===== config.mk =====
export PLATFORM = sky130hd
export DESIGN_NAME = vga_timing_gen_flat
export DESIGN_NICKNAME = d
export VERILOG_FILES = /design/src/rtl/vga_timing_gen_if.sv /design/src/rtl/vga_timing_gen.sv /design/src/flat_wrapper.sv
export SDC_FILE = /design/constraint.sdc
export NUM_CORES = 1
export LEC_CHECK = 0
export CORE_AREA = 2 2 86 88
export CTS_BUF_LIST = sky130_fd_sc_hd__clkbuf_8
export DETAILED_ROUTE_END_ITERATION = 7
export DIE_AREA = 0 0 88 90
export GPL_ROUTABILITY_DRIVEN = 1
export PLACE_DENSITY = 0.76
export SLEW_MARGIN = 0
export SYNTH_ARGS = -nofsm -noshare
export SYNTH_HDL_FRONTEND = slang
export SYNTH_SLANG_ARGS = --single-unit

===== constraint.sdc =====
create_clock -name clk -period 4.4 [get_ports clk]
set_clock_uncertainty 0.05 [all_clocks]
set_input_delay 0.88 -clock clk [delete_from_list [all_inputs] [get_ports clk]]
set_output_delay 0.88 -clock clk [all_outputs]
set_load 0.01 [all_outputs]

===== src/rtl/vga_timing_gen_if.sv =====
// Raster timing bus from vga_timing_gen to the playfield draw stages.
// The master drives every signal; draw stages attach through the slave modport.
interface vga_timing_gen_if;
    logic        pix_ce;
    logic [9:0]  counter_x;
    logic [9:0]  counter_y;
    logic        hsync;
    logic        vsync;
    logic        active;
    logic        line_start;
    logic        frame_start;
    logic [24:0] clks;
    logic [15:0] frame_count;

    modport master (
        output pix_ce, counter_x, counter_y, hsync, vsync, active,
               line_start, frame_start, clks, frame_count
    );

    modport slave (
        input  pix_ce, counter_x, counter_y, hsync, vsync, active,
               line_start, frame_start, clks, frame_count
    );
endinterface


===== src/rtl/vga_timing_gen.sv =====
// Pixel-rate prescaler plus horizontal/vertical raster counters for 640x480@60.
// Sync, active and strobes are registered from the next counter values so they line up with x/y.
module vga_timing_gen #(
    parameter int unsigned H_ACTIVE = 640,
    parameter int unsigned H_FP     = 16,
    parameter int unsigned H_SYNC   = 96,
    parameter int unsigned H_BP     = 48,
    parameter int unsigned V_ACTIVE = 480,
    parameter int unsigned V_FP     = 10,
    parameter int unsigned V_SYNC   = 2,
    parameter int unsigned V_BP     = 33,
    parameter int unsigned PIX_DIV  = 2,
    parameter int unsigned HS_POL   = 0,
    parameter int unsigned VS_POL   = 0
) (
    input  logic              clk,
    input  logic              reset,
    vga_timing_gen_if.master  vga
);
    localparam int unsigned H_TOTAL  = H_ACTIVE + H_FP + H_SYNC + H_BP;
    localparam int unsigned V_TOTAL  = V_ACTIVE + V_FP + V_SYNC + V_BP;
    localparam int unsigned HS_START = H_ACTIVE + H_FP;
    localparam int unsigned HS_END   = HS_START + H_SYNC;
    localparam int unsigned VS_START = V_ACTIVE + V_FP;
    localparam int unsigned VS_END   = VS_START + V_SYNC;
    localparam int unsigned X_W      = 10;
    localparam int unsigned Y_W      = 10;
    localparam int unsigned CLKS_W   = 25;
    localparam int unsigned FC_W     = 16;
    localparam int unsigned DIV_W    = (PIX_DIV > 1) ? $clog2(PIX_DIV) : 1;
    localparam logic        HS_ON    = 1'(HS_POL);
    localparam logic        VS_ON    = 1'(VS_POL);

    logic [DIV_W-1:0]  div_q;
    logic [DIV_W-1:0]  div_nxt_c;
    logic              pix_ce_q;
    logic [X_W-1:0]    x_q;
    logic [Y_W-1:0]    y_q;
    logic [X_W-1:0]    x_nxt_c;
    logic [Y_W-1:0]    y_nxt_c;
    logic              x_wrap_c;
    logic              y_wrap_c;
    logic              hs_c;
    logic              vs_c;
    logic              act_c;
    logic              hsync_q;
    logic              vsync_q;
    logic              active_q;
    logic              line_start_q;
    logic              frame_start_q;
    logic [CLKS_W-1:0] clks_q;
    logic [FC_W-1:0]   fc_q;

    // Next raster position and the sync/active levels that belong to it
    always_comb begin
        div_nxt_c = (div_q == DIV_W'(PIX_DIV - 1)) ? '0 : div_q + DIV_W'(1);
        x_wrap_c  = (x_q == X_W'(H_TOTAL - 1));
        y_wrap_c  = (y_q == Y_W'(V_TOTAL - 1));
        x_nxt_c   = x_wrap_c ? '0 : x_q + X_W'(1);
        y_nxt_c   = y_q;
        if (x_wrap_c) begin
            y_nxt_c = y_wrap_c ? '0 : y_q + Y_W'(1);
        end
        hs_c  = ((x_nxt_c >= X_W'(HS_START)) && (x_nxt_c < X_W'(HS_END))) ? HS_ON : ~HS_ON;
        vs_c  = ((y_nxt_c >= Y_W'(VS_START)) && (y_nxt_c < Y_W'(VS_END))) ? VS_ON : ~VS_ON;
        act_c = (x_nxt_c < X_W'(H_ACTIVE)) && (y_nxt_c < Y_W'(V_ACTIVE));
    end

    always_ff @(posedge clk or posedge reset) begin
        if (reset) begin
            div_q         <= '0;
            pix_ce_q      <= 1'b0;
            x_q           <= '0;
            y_q           <= '0;
            hsync_q       <= ~HS_ON;
            vsync_q       <= ~VS_ON;
            active_q      <= 1'b0;
            line_start_q  <= 1'b0;
            frame_start_q <= 1'b0;
            clks_q        <= '0;
            fc_q          <= '0;
        end else begin
            clks_q        <= clks_q + CLKS_W'(1);
            div_q         <= div_nxt_c;
            // pix_ce is high in the cycle where div sits at PIX_DIV-1
            pix_ce_q      <= (div_nxt_c == DIV_W'(PIX_DIV - 1));
            line_start_q  <= 1'b0;
            frame_start_q <= 1'b0;
            if (pix_ce_q) begin
                x_q           <= x_nxt_c;
                y_q           <= y_nxt_c;
                hsync_q       <= hs_c;
                vsync_q       <= vs_c;
                active_q      <= act_c;
                line_start_q  <= x_wrap_c;
                frame_start_q <= x_wrap_c && y_wrap_c;
                if (x_wrap_c && y_wrap_c) begin
                    fc_q <= fc_q + FC_W'(1);
                end
            end
        end
    end

    assign vga.pix_ce      = pix_ce_q;
    assign vga.counter_x   = x_q;
    assign vga.counter_y   = y_q;
    assign vga.hsync       = hsync_q;
    assign vga.vsync       = vsync_q;
    assign vga.active      = active_q;
    assign vga.line_start  = line_start_q;
    assign vga.frame_start = frame_start_q;
    assign vga.clks        = clks_q;
    assign vga.frame_count = fc_q;
endmodule


===== src/flat_wrapper.sv =====
// flat-port wrapper written by rule: the top's interface ports become plain ports
module vga_timing_gen_flat 
#(
    parameter int unsigned H_ACTIVE = 640,
    parameter int unsigned H_FP     = 16,
    parameter int unsigned H_SYNC   = 96,
    parameter int unsigned H_BP     = 48,
    parameter int unsigned V_ACTIVE = 480,
    parameter int unsigned V_FP     = 10,
    parameter int unsigned V_SYNC   = 2,
    parameter int unsigned V_BP     = 33,
    parameter int unsigned PIX_DIV  = 2,
    parameter int unsigned HS_POL   = 0,
    parameter int unsigned VS_POL   = 0
)
  (clk, reset, vga_pix_ce, vga_counter_x, vga_counter_y, vga_hsync, vga_vsync, vga_active, vga_line_start, vga_frame_start, vga_clks, vga_frame_count);
  vga_timing_gen_if vga_i ();
  input  logic clk;
  input  logic reset;
  output wire logic [$bits(vga_i.pix_ce)-1:0] vga_pix_ce;
  output wire logic [$bits(vga_i.counter_x)-1:0] vga_counter_x;
  output wire logic [$bits(vga_i.counter_y)-1:0] vga_counter_y;
  output wire logic [$bits(vga_i.hsync)-1:0] vga_hsync;
  output wire logic [$bits(vga_i.vsync)-1:0] vga_vsync;
  output wire logic [$bits(vga_i.active)-1:0] vga_active;
  output wire logic [$bits(vga_i.line_start)-1:0] vga_line_start;
  output wire logic [$bits(vga_i.frame_start)-1:0] vga_frame_start;
  output wire logic [$bits(vga_i.clks)-1:0] vga_clks;
  output wire logic [$bits(vga_i.frame_count)-1:0] vga_frame_count;
  assign vga_pix_ce = vga_i.pix_ce;
  assign vga_counter_x = vga_i.counter_x;
  assign vga_counter_y = vga_i.counter_y;
  assign vga_hsync = vga_i.hsync;
  assign vga_vsync = vga_i.vsync;
  assign vga_active = vga_i.active;
  assign vga_line_start = vga_i.line_start;
  assign vga_frame_start = vga_i.frame_start;
  assign vga_clks = vga_i.clks;
  assign vga_frame_count = vga_i.frame_count;
  vga_timing_gen #(.H_ACTIVE(H_ACTIVE), .H_FP(H_FP), .H_SYNC(H_SYNC), .H_BP(H_BP), .V_ACTIVE(V_ACTIVE), .V_FP(V_FP), .V_SYNC(V_SYNC), .V_BP(V_BP), .PIX_DIV(PIX_DIV), .HS_POL(HS_POL), .VS_POL(VS_POL)) u_core (.clk(clk), .reset(reset), .vga(vga_i));
endmodule

==> results of run 1 <==
-- routing by layer --
layer | wire length, um | part of all wire, % | vias to the layer above | track usage (%)
met1 | 3380 | 45 | 1306 | 28.2
met3 | 459 | 6.1 | 12 | 4.78
met4 | 116 | 1.5 | 0 | 7.69
met5 | 0 | 0 | - | 0
li1 | - | - | 1325 | -
met2 | 3590 | 48 | 107 | 30.6
-- report_power, final --
part / leakage [nW] / total, mW / internal, mW / switching, mW
logic: 0.830 / 0.0131 / 0.00143 / 0.0117
clock network: 0.117 / 0.580 / 0.335 / 0.245
registers: 0.895 / 0.615 / 0.615 / 0
total: 1.84 / 1.21 / 0.952 / 0.257
-- area by class of cell --
type                            count  area [um^2]  area share (%)
Clock buffer                       10          138            3.16
Multi-Input combinational cell    242         1610            36.9
Clock inverter                      6         87.6            2.01
Sequential cell                    67         1680            38.5
Timing Repair Buffer               69          688            15.8
Inverter                            9         33.8           0.775
Tap cell                           99          124            2.84
-- state kept, by name (all words and copies together), names as in the netlist --
register	count
u_core.vga.frame_start	1
u_core.div_q	1
u_core.vga.vsync	1
u_core.vga.counter_x	10
u_core.vga.clks	25
u_core.vga.line_start	1
u_core.vga.counter_y	10
u_core.vga.hsync	1
u_core.vga.frame_count	16
u_core.vga.active	1
-- cell families (layout without fill, tap and decap cells) --
| family | Yosys count | after routing | share of synthesized area, % |
|---|---|---|---|
| compound gates | 46 | 46 | 9.19 |
| flops | 67 | 67 | 49.5 |
| buf+inv | 24 | 94 | 3.14 |
| simple gates | 139 | 139 | 22.4 |
| mux | 6 | 6 | 1.92 |
| fa+ha+maj | 6 | 6 | 2.21 |
| xor+xnor | 45 | 45 | 11.6 |
-- cells in the final DEF (no fill, tap or decap), types with 2 or more instances in the layout --
cell,n
nand3_1,25
a21oi_1,7
xnor2_1,30
xor2_1,15
and3_1,9
nand2b_1,5
and2_1,6
nor3_1,8
and4_1,6
a31oi_1,6
clkinv_2,2
nand2_1,34
mux2_2,4
bufinv_16,2
dfrtp_1,65
o31ai_1,3
clkbuf_8,10
nor2_1,17
inv_1,7
ha_1,6
dfstp_2,2
o41ai_1,4
nor4_1,2
mux2i_1,2
nand4_1,17
or4_1,2
clkdlybuf4s50_1,68
o21ai_0,12
-- worst max path at each step --
stage	from	endpoint	slack, ns	depth (start not counted)
3_5_place_dp	u_core.vga.counter_y[1]	u_core.vga.active	1.48	7
3_3_place_gp	u_core.vga.counter_y[1]	u_core.vga.frame_count[10]	1.66	7
2_1_floorplan	reset	u_core.div_q	1.79	1
4_1_cts	u_core.vga.counter_y[1]	u_core.vga.active	1.38	7
5_1_grt	u_core.vga.counter_y[1]	u_core.vga.active	1.15	7
6_report	u_core.vga.counter_y[1]	u_core.vga.active	1.36	7
-- stage by stage --
stage,cell area [um^2],utilization [%]
global route,4360,62.1
global placement,4130,58.8
CTS,4360,62.1
detailed placement,4130,58.8
finish,4360,62.1
floorplan,3390,-
-- cells in the mapped netlist, drive strengths merged, types with 2 or more instances --
cell type | instances | area [um^2]
clkbuf | 13 | 50.0
nor2 | 18 | 70.1
o41ai | 4 | 35.0
nand2 | 34 | 128
dfstp | 2 | 52.6
a31oi | 6 | 37.5
dfrtp | 65 | 1630
inv | 8 | 30.0
and3 | 9 | 56.3
a21oi | 7 | 35.0
nand2b | 5 | 31.3
o21ai | 12 | 60.1
xor2 | 15 | 131
xnor2 | 30 | 263
nand3 | 25 | 125
mux2i | 2 | 20.0
or4 | 3 | 26.3
nor3 | 8 | 40.0
mux2 | 4 | 45.0
nor4b | 2 | 38.8
and4 | 6 | 52.6
nand4 | 17 | 106
ha | 6 | 75.1
and2 | 6 | 37.5
buf | 2 | 22.5
o31ai | 3 | 22.5
nor4 | 2 | 12.5
-- worst max-delay path, cell delays in order, from the launching register on --
cell     delay, ns
dfrtp_1       0.47
inv_1         0.11
ha_1          0.14
or4b_4        0.48
nor4_1        0.79
o21ai_0       0.22
a22o_1        0.29
o41ai_1       0.37
==> flow_summary.yaml, run 1 <==
clock_network:
  htree_levels: 3
  ctsHoldBuffers: 0
  clock-root-buffer: "clkbuf_8"
  cts_tree: "done"
  post-cts-setup-buffer-count: 0
  cts_sinks: 67
  cts_buffers: 9
  cts_resized: 0
  clk_pin_slew_ns: 0.08
  clk_latency_ns: 0.35
  cts_buffer_depth: 2
placed_design:
  post-place-ws_ns: 1.48
  dp_cells: 486
  portBuffers: 68
  dp_hpwl_um: 5350
  gp_congestion: 0.928
routing:
  num_vias: 2750
  drt-vias-per-instance: 5.48
  antenna_left: 0
  drc: 0
  routed_wl_um: 7540
  wire_per_inst_um: 15.0
  dr.pass1.iters: 4
  first_iter_violations: 179
global_routing:
  antenna_found_initial: 0
  grt_pass1_vias: 2646
  grt-ovfl-total: 0
  grtUsageTotal_pct: 20.2
  grt_max_degree: 51
  grt_first_pass_wirelength_um: 12700
critical_path:
  regToRegStartpoint: "u_core.vga.counter_y[1]"
  endpoint_kind: "register"
  r2r.worst_path.cells: 7
  cp_max_fo: 8
  start_kind: "register"
  worstReg2RegEnd: "u_core.vga.active"
  cp.required_ns: 4.58
  critPathKind: "reg2reg"
  rrSetupSlack_ns: 1.36
  critical_path_arrival_ns: 3.21
cells_and_area:
  n_antenna_cell: 0
  drive_gt1_share_pct: 7.44
  fin_cells: 502
  nets: 406
  fillerInstances: 569
  syn2layout_area_growth_pct: 28.4
sta:
  max_slew.worst_pin.slew_ns: 1.02
  whs_ns: 0.428
  max_slew_margin_pct: 31.9
  setup_viol_count_final: 0
  rsz0062_at_grt: "false"
  fin_crit_sh_pct: 69.0
  timing.final.crit_period_ns: 3.04
  fmax_mhz: 329
  hold_violations: 0
  setup_ws_ns: 1.36
  slew_violations: 0
  fin_tns_setup_ns: 0
synthesis:
  ys_ff_latch: 67
  async_reset_ff_share_pct: 100
  netlist_instances: 333
  ys_seq_area_share_pct: 49.5
  ys_warn_count: 0
  synth_fp_nets: 341
  synth_flop_cell: "dfrtp_1"
  synth_area_um2: 3390
  synth_cell_types: 50
  post_synth.cell_area_avg_um2: 10.2
  synth-edff-count: 0
die:
  pin_count: 69
  initial_utilization_pct: 48.3
  core_area_um2: 7020
  fp.dieH_um: 90
  rows: 31
  dieArea_um2: 7920
  die_w_um: 88
power_and_ir_drop:
  p_leak_nw: 1.84
  power_mw: 1.21
  power_density_nw_per_um2: 277
  irDropWorstVdd_mv: 0.185
run:
  maxCapViolCount: 0
min_path:
  worstHoldPathType: "reg2reg"
  hold_depth: 1
  min_from: "u_core.vga.frame_count[15]"
  holdPathEnd: "u_core.vga.frame_count[15]"
status:
  status: "complete, no violations"
Note: power is estimated with default switching activity, not from simulation.
==> inputs of run 2 (changes only) <==
- clock period: 4.4 -> 3 ns (I/O delays scaled with it)
==> flow_summary.yaml, run 2 (synthesis results as in run 1) <==
status:
  status: "complete, no violations"
sta:
  timing.final.crit_period_ns: 2.64
  whs_ns: 0.423
  setup_ws_ns: 0.359
  max_slew_margin_pct: 46.1
  fin_tns_setup_ns: 0
  hold_violations: 0
  setup_viol_count_final: 0
  slew_violations: 0
  max_slew.worst_pin.slew_ns: 0.801
  fmax_mhz: 379
  rsz0062_at_grt: "false"
  fin_crit_sh_pct: 88.0
routing:
  num_vias: 2793
  antenna_left: 0
  wire_per_inst_um: 14.4
  routed_wl_um: 7350
  first_iter_violations: 121
  drt-vias-per-instance: 5.48
  drc: 0
  dr.pass1.iters: 4
cells_and_area:
  final_common_cell: "clkdlybuf4s50_1"
  nets: 414
  fillerInstances: 564
  mostFrequentLayoutCells: "clkdlybuf4s50_1 (68), dfrtp_1 (65), nand2_1 (34)"
  n_antenna_cell: 0
  syn2layout_area_growth_pct: 29.7
  largest_reg_flops: 25
  drive_gt1_share_pct: 8.76
power_and_ir_drop:
  power_density_nw_per_um2: 380
  p_leak_nw: 1.87
  irDropWorstVdd_mv: 0.243
  power_mw: 1.67
critical_path:
  critPathKind: "reg2reg"
  start_kind: "register"
  cp.required_ns: 3.18
  critical_path_arrival_ns: 2.82
  cp_max_fo: 8
  endpoint_kind: "register"
global_routing:
  grt-ovfl-total: 0
  grt_max_degree: 29
  grt_pass1_vias: 2689
  met2_usage_pct: 30.3
  antenna_found_initial: 0
  grt_util_met3_pct: 3.86
  grt_first_pass_wirelength_um: 13000
  grt_util_met1_pct: 29.3
  grtUsageTotal_pct: 20.6
  top_usage_layer: "met2"
die:
  fp.dieH_um: 90
  core_area_um2: 7020
  dieArea_um2: 7920
  rows: 31
  initial_utilization_pct: 48.3
  die_w_um: 88
  pin_count: 69
clock_network:
  cts_tree: "done"
  cts_buffers: 9
  cts_buffer_depth: 2
  clock-root-buffer: "clkbuf_8"
  ctsHoldBuffers: 0
  htree_levels: 3
  clk_pin_slew_ns: 0.07
  cts_resized: 0
  post-cts-setup-buffer-count: 0
  cts_sinks: 67
  clk_latency_ns: 0.34
min_path:
  worstHoldPathType: "reg2reg"
placed_design:
  portBuffers: 68
  gp_congestion: 0.915
  post-place-ws_ns: 0.358
  dp_hpwl_um: 5120
run:
  maxCapViolCount: 0
run 2: path summary, 6_finish.rpt:
check | depth (start not counted) | to | slack [ns] | startpoint
hold / removal | 1 | u_core.vga.frame_count[15] | 0.42 | u_core.vga.frame_count[15]
hold reg to reg | 1 | u_core.vga.frame_count[15] | 0.42 | u_core.vga.frame_count[15]
setup / recovery | 7 | u_core.vga.frame_count[13] | 0.36 | u_core.vga.counter_y[1]
setup reg to reg | 7 | u_core.vga.frame_count[13] | 0.36 | u_core.vga.counter_y[1]
min in group asynchronous | 2 | u_core.vga.clks[17] | 0.56 | reset
max in group asynchronous | 3 | u_core.vga.vsync | 1.65 | reset
run 2: metrics by stage:
stage | utilization, % | cells | instance area [um^2]
after floorplan | - | 333 | 3390
after global placement | 59.9 | 494 | 4200
after detailed placement | 59.9 | 494 | 4200
after CTS | 62.7 | 510 | 4400
after global routing | 62.7 | 510 | 4400
final | 62.7 | 510 | 4400
run 2: critical path, stage by stage (launching register included):
cell and delay (ns):
dfrtp_1 0.45, inv_1 0.10, ha_1 0.13, or4b_4 0.46, or4_4 0.57, nor4b_4 0.45, nand4_1 0.16, xnor2_1 0.15
run 2: area by class of cell:
cell class	instances	area [um^2]	share of cell area, %
Clock buffer	10	138	3.13
Multi-Input combinational cell	242	1610	36.5
Clock inverter	6	57.6	1.31
Inverter	9	33.8	0.768
Sequential cell	67	1680	38.2
Timing Repair Buffer	77	761	17.3
Tap cell	99	124	2.82
run 2: report_power, final:
part,internal (mW),switching [mW],total (mW),leakage [nW]
clock network,0.399,0.349,0.748,0.101
registers,0.903,0,0.903,0.895
logic,0.00471,0.0177,0.0224,0.874
run 2: per-layer routing:
layer  wire, um  vias to the layer above
li1           -                     1342
met1       3450                     1349
met2       3430                       87
met3        358                       15
met4        123                        0
met5          0                        -
